[src/rtl/wcsl_keys.sv]
// Console key conditioner: per-key debounce FSMs, priority key delivery over valid/ack,
// debounced maintenance switches with change strobe. Auto-repeat under WCSL_KEYS_REPEAT_EN.
module wcsl_keys #(
    parameter logic [15:0] DB_CYCLES     = 16'd50000,
    parameter logic [23:0] REPEAT_CYCLES = 24'd5000000
) (
    input  logic        clk,
    input  logic        reset_n,
    input  logic [0:17] ctl1,
    input  logic [0:17] ctl2,
    output logic        key_valid,
    output logic [4:0]  key_code,
    input  logic        key_ack,
    output logic [0:17] sw_out,
    output logic        sw_chg
);

    localparam int NKeys = 18;

    typedef enum logic [1:0] {StIdle, StPressWait, StHeld, StRelWait} key_st_e;

    key_st_e     key_st_q  [NKeys];
    key_st_e     key_st_d  [NKeys];
    logic [15:0] key_cnt_q [NKeys];
    logic [15:0] key_cnt_d [NKeys];
    logic [15:0] sw_cnt_q  [NKeys];
    logic [15:0] sw_cnt_d  [NKeys];
    logic [0:17] key_set;
    logic [0:17] ack_clr;
    logic [0:17] pending_q, pending_d;
    logic [0:17] sw_q, sw_d;
    logic        sw_chg_q, sw_chg_d;
    logic        key_valid_q, key_valid_d;
    logic [4:0]  key_code_q, key_code_d;
    logic [4:0]  first_idx;

`ifdef WCSL_KEYS_REPEAT_EN
    logic [23:0] rpt_q [NKeys];
    logic [23:0] rpt_d [NKeys];
`else
    logic [23:0] unused_repeat_cycles;
    assign unused_repeat_cycles = REPEAT_CYCLES;
`endif

    always_comb begin
        for (int i = 0; i < NKeys; i++) begin
            key_st_d[i]  = key_st_q[i];
            key_cnt_d[i] = key_cnt_q[i];
            key_set[i]   = 1'b0;
            unique case (key_st_q[i])
                StIdle: begin
                    if (ctl1[i]) begin
                        key_st_d[i]  = StPressWait;
                        key_cnt_d[i] = 16'd1;
                    end
                end
                StPressWait: begin
                    if (!ctl1[i]) begin
                        key_st_d[i]  = StIdle;
                        key_cnt_d[i] = '0;
                    end else if (key_cnt_q[i] + 16'd1 >= DB_CYCLES) begin
                        key_st_d[i]  = StHeld;
                        key_cnt_d[i] = '0;
                        key_set[i]   = 1'b1;
                    end else begin
                        key_cnt_d[i] = key_cnt_q[i] + 16'd1;
                    end
                end
                StHeld: begin
                    if (!ctl1[i]) begin
                        key_st_d[i]  = StRelWait;
                        key_cnt_d[i] = 16'd1;
                    end
                end
                StRelWait: begin
                    if (ctl1[i]) begin
                        key_st_d[i]  = StHeld;
                        key_cnt_d[i] = '0;
                    end else if (key_cnt_q[i] + 16'd1 >= DB_CYCLES) begin
                        key_st_d[i]  = StIdle;
                        key_cnt_d[i] = '0;
                    end else begin
                        key_cnt_d[i] = key_cnt_q[i] + 16'd1;
                    end
                end
                default: begin
                    key_st_d[i]  = StIdle;
                    key_cnt_d[i] = '0;
                end
            endcase
`ifdef WCSL_KEYS_REPEAT_EN
            // Only HELD->HELD advances the repeat count; REL_WAIT leaves it frozen.
            rpt_d[i] = rpt_q[i];
            if (key_st_q[i] == StPressWait && key_st_d[i] == StHeld) begin
                rpt_d[i] = '0;
            end else if (key_st_q[i] == StHeld && key_st_d[i] == StHeld) begin
                if (rpt_q[i] + 24'd1 >= REPEAT_CYCLES) begin
                    rpt_d[i]   = '0;
                    key_set[i] = 1'b1;
                end else begin
                    rpt_d[i] = rpt_q[i] + 24'd1;
                end
            end
`endif
        end
    end

    // Switch debounce: counting while raw differs from the debounced level is the
    // PRESS_WAIT/REL_WAIT run, and the debounced level itself is IDLE versus HELD.
    always_comb begin
        sw_d = sw_q;
        for (int i = 0; i < NKeys; i++) begin
            sw_cnt_d[i] = '0;
            if (ctl2[i] != sw_q[i]) begin
                if (sw_cnt_q[i] + 16'd1 >= DB_CYCLES) begin
                    sw_d[i] = ctl2[i];
                end else begin
                    sw_cnt_d[i] = sw_cnt_q[i] + 16'd1;
                end
            end
        end
        sw_chg_d = (sw_d != sw_q);
    end

    always_comb begin
        first_idx = '0;
        for (int i = NKeys - 1; i >= 0; i--) begin
            if (pending_q[i]) begin
                first_idx = 5'(i);
            end
        end
    end

    always_comb begin
        key_valid_d = key_valid_q;
        key_code_d  = key_code_q;
        ack_clr     = '0;
        if (key_valid_q) begin
            if (key_ack) begin
                key_valid_d         = 1'b0;
                ack_clr[key_code_q] = 1'b1;
            end
        end else if (|pending_q) begin
            key_valid_d = 1'b1;
            key_code_d  = first_idx;
        end
        // A new set on the bit being acked wins over the clear.
        pending_d = (pending_q & ~ack_clr) | key_set;
    end

    always_ff @(posedge clk or negedge reset_n) begin
        if (!reset_n) begin
            for (int i = 0; i < NKeys; i++) begin
                key_st_q[i]  <= StIdle;
                key_cnt_q[i] <= '0;
                sw_cnt_q[i]  <= '0;
`ifdef WCSL_KEYS_REPEAT_EN
                rpt_q[i]     <= '0;
`endif
            end
            pending_q   <= '0;
            sw_q        <= '0;
            sw_chg_q    <= 1'b0;
            key_valid_q <= 1'b0;
            key_code_q  <= '0;
        end else begin
            for (int i = 0; i < NKeys; i++) begin
                key_st_q[i]  <= key_st_d[i];
                key_cnt_q[i] <= key_cnt_d[i];
                sw_cnt_q[i]  <= sw_cnt_d[i];
`ifdef WCSL_KEYS_REPEAT_EN
                rpt_q[i]     <= rpt_d[i];
`endif
            end
            pending_q   <= pending_d;
            sw_q        <= sw_d;
            sw_chg_q    <= sw_chg_d;
            key_valid_q <= key_valid_d;
            key_code_q  <= key_code_d;
        end
    end

    assign key_valid = key_valid_q;
    assign key_code  = key_code_q;
    assign sw_out    = sw_q;
    assign sw_chg    = sw_chg_q;

endmodule

[config.mk]
export PLATFORM = sky130hd
export DESIGN_NAME = wcsl_keys
export DESIGN_NICKNAME = d
export VERILOG_FILES = /design/src/rtl/wcsl_keys.sv
export SDC_FILE = /design/constraint.sdc
export NUM_CORES = 2
export LEC_CHECK = 0
export CORE_AREA = 3 3 384 196
export CTS_CLUSTER_DIAMETER = 120
export CTS_CLUSTER_SIZE = 14
export DETAILED_ROUTE_END_ITERATION = 6
export DIE_AREA = 0 0 387 199
export PLACE_DENSITY = 0.81
export SLEW_MARGIN = 20
export SYNTH_ARGS = -nofsm -noshare
export SYNTH_HDL_FRONTEND = slang
export SYNTH_SLANG_ARGS = --single-unit
[constraint.sdc]
create_clock -name clk -period 2.4 [get_ports clk]
set_input_delay 0.48 -clock clk [delete_from_list [all_inputs] [get_ports clk]]
set_output_delay 0.48 -clock clk [all_outputs]
set_load 0.02 [all_outputs]
==> flow_summary_export.csv <==
group,metric,value,unit
outcome,run_status,"finished, violations left",
outcome,violations,"design-rule violations, negative setup slack",
die,chipHeight,199,um
logic_synthesis,synth_commonest_cells,"dfrtp_1 (655), nor2_1 (498), nand2_1 (417)",
logic_synthesis,post_synth_instance_area,39700,sq um
routing,vias_per_instance,6.63,
worst_setup_path,worst-endpoint-required,2940,ps
layout,final_util,0.758,
power_and_ir_drop,irDropWorstVdd,0.000529,V
logic_synthesis,yosys_register_bits,655,
grt,grt_pass1_wl,195000,um
power_and_ir_drop,power_consumption,26.4,mW
logic_synthesis,dominantRegCellSynth,"dfrtp_1",
logic_synthesis,yosysMostFrequentCell,"dfrtp_1",
place,port_buffers,63,
routing,drcViolationCount,192,
clocking,cts.reportedPaths.clkPinSlew,80,ps
layout,post_route_cells_drive_above_1_share,0.337,
logic_synthesis,synth_top_area_frac,0.413,
logic_synthesis,yosys.cell_types.count,101,
clocking,insertion_delay,670,ps
clocking,htree_num_levels,2,
place,gp_congestion,0.937,
grt,grt_overflow,0,
worst_setup_path,ff2ff_path_depth,11,
logic_synthesis,yosysSeqAreaShare,0.413,
logic_synthesis,synth.yosys.warnings,0,
routing,number_of_iterations_in_the_first_detailed_routing_pass,7,
power_and_ir_drop,comb_power_share,0.218,
worst_setup_path,reg2reg_from,"key_cnt_q[272]$_DFFE_PN0P_",
die,core,72400,sq um
power_and_ir_drop,cellInternalPower,18.1,mW
run,drv.max_cap_violation_count,0,
timing,number_of_hold_violations_in_the_final_report,0,
clocking,tritoncts,"done",
logic_synthesis,synth_top_cells_by_area,"dfrtp_1 (41%), nor2_1 (4.7%), nand2_1 (3.9%), xor2_1 (3.9%), nand3_1 (3.7%)",
power_and_ir_drop,share_seq_of_total_power,0.469,
worst_setup_path,cp.buffers_inverters,3,
grt,largest_net_degree_at_the_start_of_global_routing,91,
layout,area_growth_syn_to_fin,38.4,%
timing,drv_slew,0,
worst_hold_path,class_of_the_tightest_hold_or_removal_check,"in2async",
timing,finalWorstSetupSlack,-665,ps
power_and_ir_drop,power.net_switching,8.30,mW
logic_synthesis,synth-edff-count,0,
worst_setup_path,endpoint_of_the_lowest_slack_register_to_register_path,"key_cnt_q[287]$_DFFE_PN0P_",
routing,initialDrtViolationCount,6514,
timing,rsz0062_at_grt,"true",
die,die_area,77000,sq um
place,dp_hpwl,76500,um
worst_setup_path,critPathCaptureType,"register",
timing,final_hold_slack,364,ps
power_and_ir_drop,power.share.switching,0.315,
routing,num_vias,42657,
grt,grt_pass1_vias,37929,
place,place_worst_setup_slack,-389,ps
clocking,clockBufferDepth,3,
worst_setup_path,critical_path.max_fanout,5,
die,initial_utilization,0.547,
power_and_ir_drop,clkPwrFrac,0.312,
die,pin_count,64,
logic_synthesis,synth_area_leader_cell,"dfrtp_1",
worst_setup_path,timing.setup.critical_path_class,"reg2reg",
worst_setup_path,critPathSlowestCell,"dfrtp_2",
die,dieWidth,387,um
clocking,clock-root-buffer,"clkbuf_16",
timing,max_freq,326,MHz
routing,routed_wire_length_per_instance,22.2,um
power_and_ir_drop,power.leakage,23.8,nW
routing,detail-route-antenna-nets,0,
routing,postRouteWirelength,143000,um
logic_synthesis,syn-mean-instance-area,8.78,sq um
logic_synthesis,synthCells,4516,
grt,grt_antenna_before_repair,7,
worst_setup_path,cp_top_family,"simple AND/OR/NAND/NOR gates",
timing,worst_pin_slew,1140,ps
logic_synthesis,synth.net_count,4594,
die,row_count,70,
clocking,tritoncts_sinks,655,
timing,clk_skew,35.1,ps
timing,final.min_clock_period,3070,ps
logic_synthesis,ys_async_sr_fraction,1.00,
grt,gr-usage-all-layers,0.300,
timing,finalSetupViolCount,308,
worst_setup_path,setup.reg_to_reg.worst_slack,-670,ps
worst_setup_path,worst_ep_arrival_time,3610,ps
timing,layout_worst_path_cycle_share,1.28,
power_and_ir_drop,power-per-cell-area,480,nW/um^2
clocking,numCtsBuffers,52,
worst_setup_path,critical_path.cell_chain,"ha_4 -> and3_4 -> nand4_1 -> buf_4 -> nor2_4 -> nand2_2 -> nor4b_4 -> nor3_4 -> buf_6 -> buf_12 -> a22o_1",
worst_setup_path,critical_path.max_stage_delay,500,ps
timing,max-slew-margin-rel,0.240,
layout,nNetsFinal,5533,
worst_setup_path,crit_path_start_kind,"register",
[logic make-up after synthesis]
| logic type | count (synthesis) | share of synthesized area |
|---|---|---|
| adders and majority gates | 39 | 0.0123 |
| buffers and inverters | 332 | 0.0356 |
| AOI/OAI and AO/OA | 1029 | 0.177 |
| muxes | 81 | 0.0216 |
| xor gates and xnor gates | 333 | 0.0736 |
| DFF | 655 | 0.413 |
| and+or+nand+nor | 2047 | 0.266 |
[worst max-delay path by stage]
stage | startpoint | slack, ps | to | cells past startpoint
5_1_grt | key_cnt_q[272]$_DFFE_PN0P_ | -730 | key_cnt_q[287]$_DFFE_PN0P_ | 11
6_report | key_cnt_q[272]$_DFFE_PN0P_ | -670 | key_cnt_q[287]$_DFFE_PN0P_ | 11
3_3_place_gp | key_cnt_q[160]$_DFFE_PN0P_ | -340 | key_cnt_q[167]$_DFFE_PN0P_ | 9
4_1_cts | key_cnt_q[272]$_DFFE_PN0P_ | -180 | key_cnt_q[275]$_DFFE_PN0P_ | 12
2_1_floorplan | key_cnt_q[176]$_DFFE_PN0P_ | -100 | key_cnt_q[181]$_DFFE_PN0P_ | 11
3_5_place_dp | key_cnt_q[161]$_DFFE_PN0P_ | -390 | key_cnt_q[166]$_DFFE_PN0P_ | 9
[power groups by stage]
stage	registers (mW)	clock network, mW	logic (mW)
3_3_place_gp	12.3	0	3.95
4_1_cts	12.2	8.19	4.62
6_report	12.4	8.24	5.75
3_5_place_dp	12.4	0	4.08
5_1_grt	12.4	8.71	6.05
2_1_floorplan	12.4	0	1.99
[cells in the final DEF (no fill, tap or decap), types with 37 or more instances in the layout]
master           instances
mux2i_1                 43
dfrtp_2                 40
o21ai_2                 68
inv_1                  120
buf_4                  867
nand2b_1                47
nor3_1                  80
clkdlybuf4s50_1         62
nand4_1                 98
nor2_1                 437
nand3_1                252
a22o_1                  37
a21oi_1                101
and3_1                 132
o21ai_0                110
o21ai_1                 38
dfrtp_1                615
nand2_1                385
and4_1                  37
a21oi_2                 44
clkbuf_16               65
xnor2_1                150
a21o_1                  64
xor2_1                 169
nor2_4                  40
a31oi_1                138
buf_6                   98
and2_1                  50
[layer usage]
metal  wire (um)  up-vias  GRT usage
li1            -    18424          -
met4        8740        6     0.0959
met3       15900      915     0.0576
met1       57000    20253      0.436
met2       61200     3059      0.453
met5          80        -          0
[registers in the layout, summed over array words and instances, names as in the netlist, named ones only]
signal	count
key_cnt_q	288
sw_cnt_q	288
key_st_q	18
pending_q	18
sw_out	18
key_code	5
key_valid	1
sw_chg	1
[through the flow]
step / TNS [ps] / cells / cell area [sq um]
finish: -58680 / 6435 / 54900
global route: -98500 / 6432 / 54900
CTS: -6310 / 6324 / 51200
detailed placement: -29450 / 6151 / 47300
global placement: -12820 / 6151 / 47300
floorplan: -1350 / 4516 / 40000
[layout make-up]
| type | instances | area (sq um) |
|---|---|---|
| Multi-Input combinational cell | 3534 | 25900 |
| Fill cell | 4250 | 17500 |
| Sequential cell | 655 | 16400 |
| Timing Repair Buffer | 1090 | 9540 |
| Clock buffer | 54 | 1310 |
| Tap cell | 972 | 1220 |
| Inverter | 122 | 465 |
| Clock inverter | 4 | 50.0 |
| Antenna cell | 4 | 10.0 |
[what timing repair did]
action / 4_1_cts / 5_1_grt
endpoints found under the hold margin: 23 / 0
cloned: 18 / 14
pin swaps: 141 / 313
hold buffers: 1 / 0
resized for setup: 367 / 671
setup endpoints to repair: 336 / 613
buffers inserted: 97 / 118
Power figures use the tool's default switching activity.
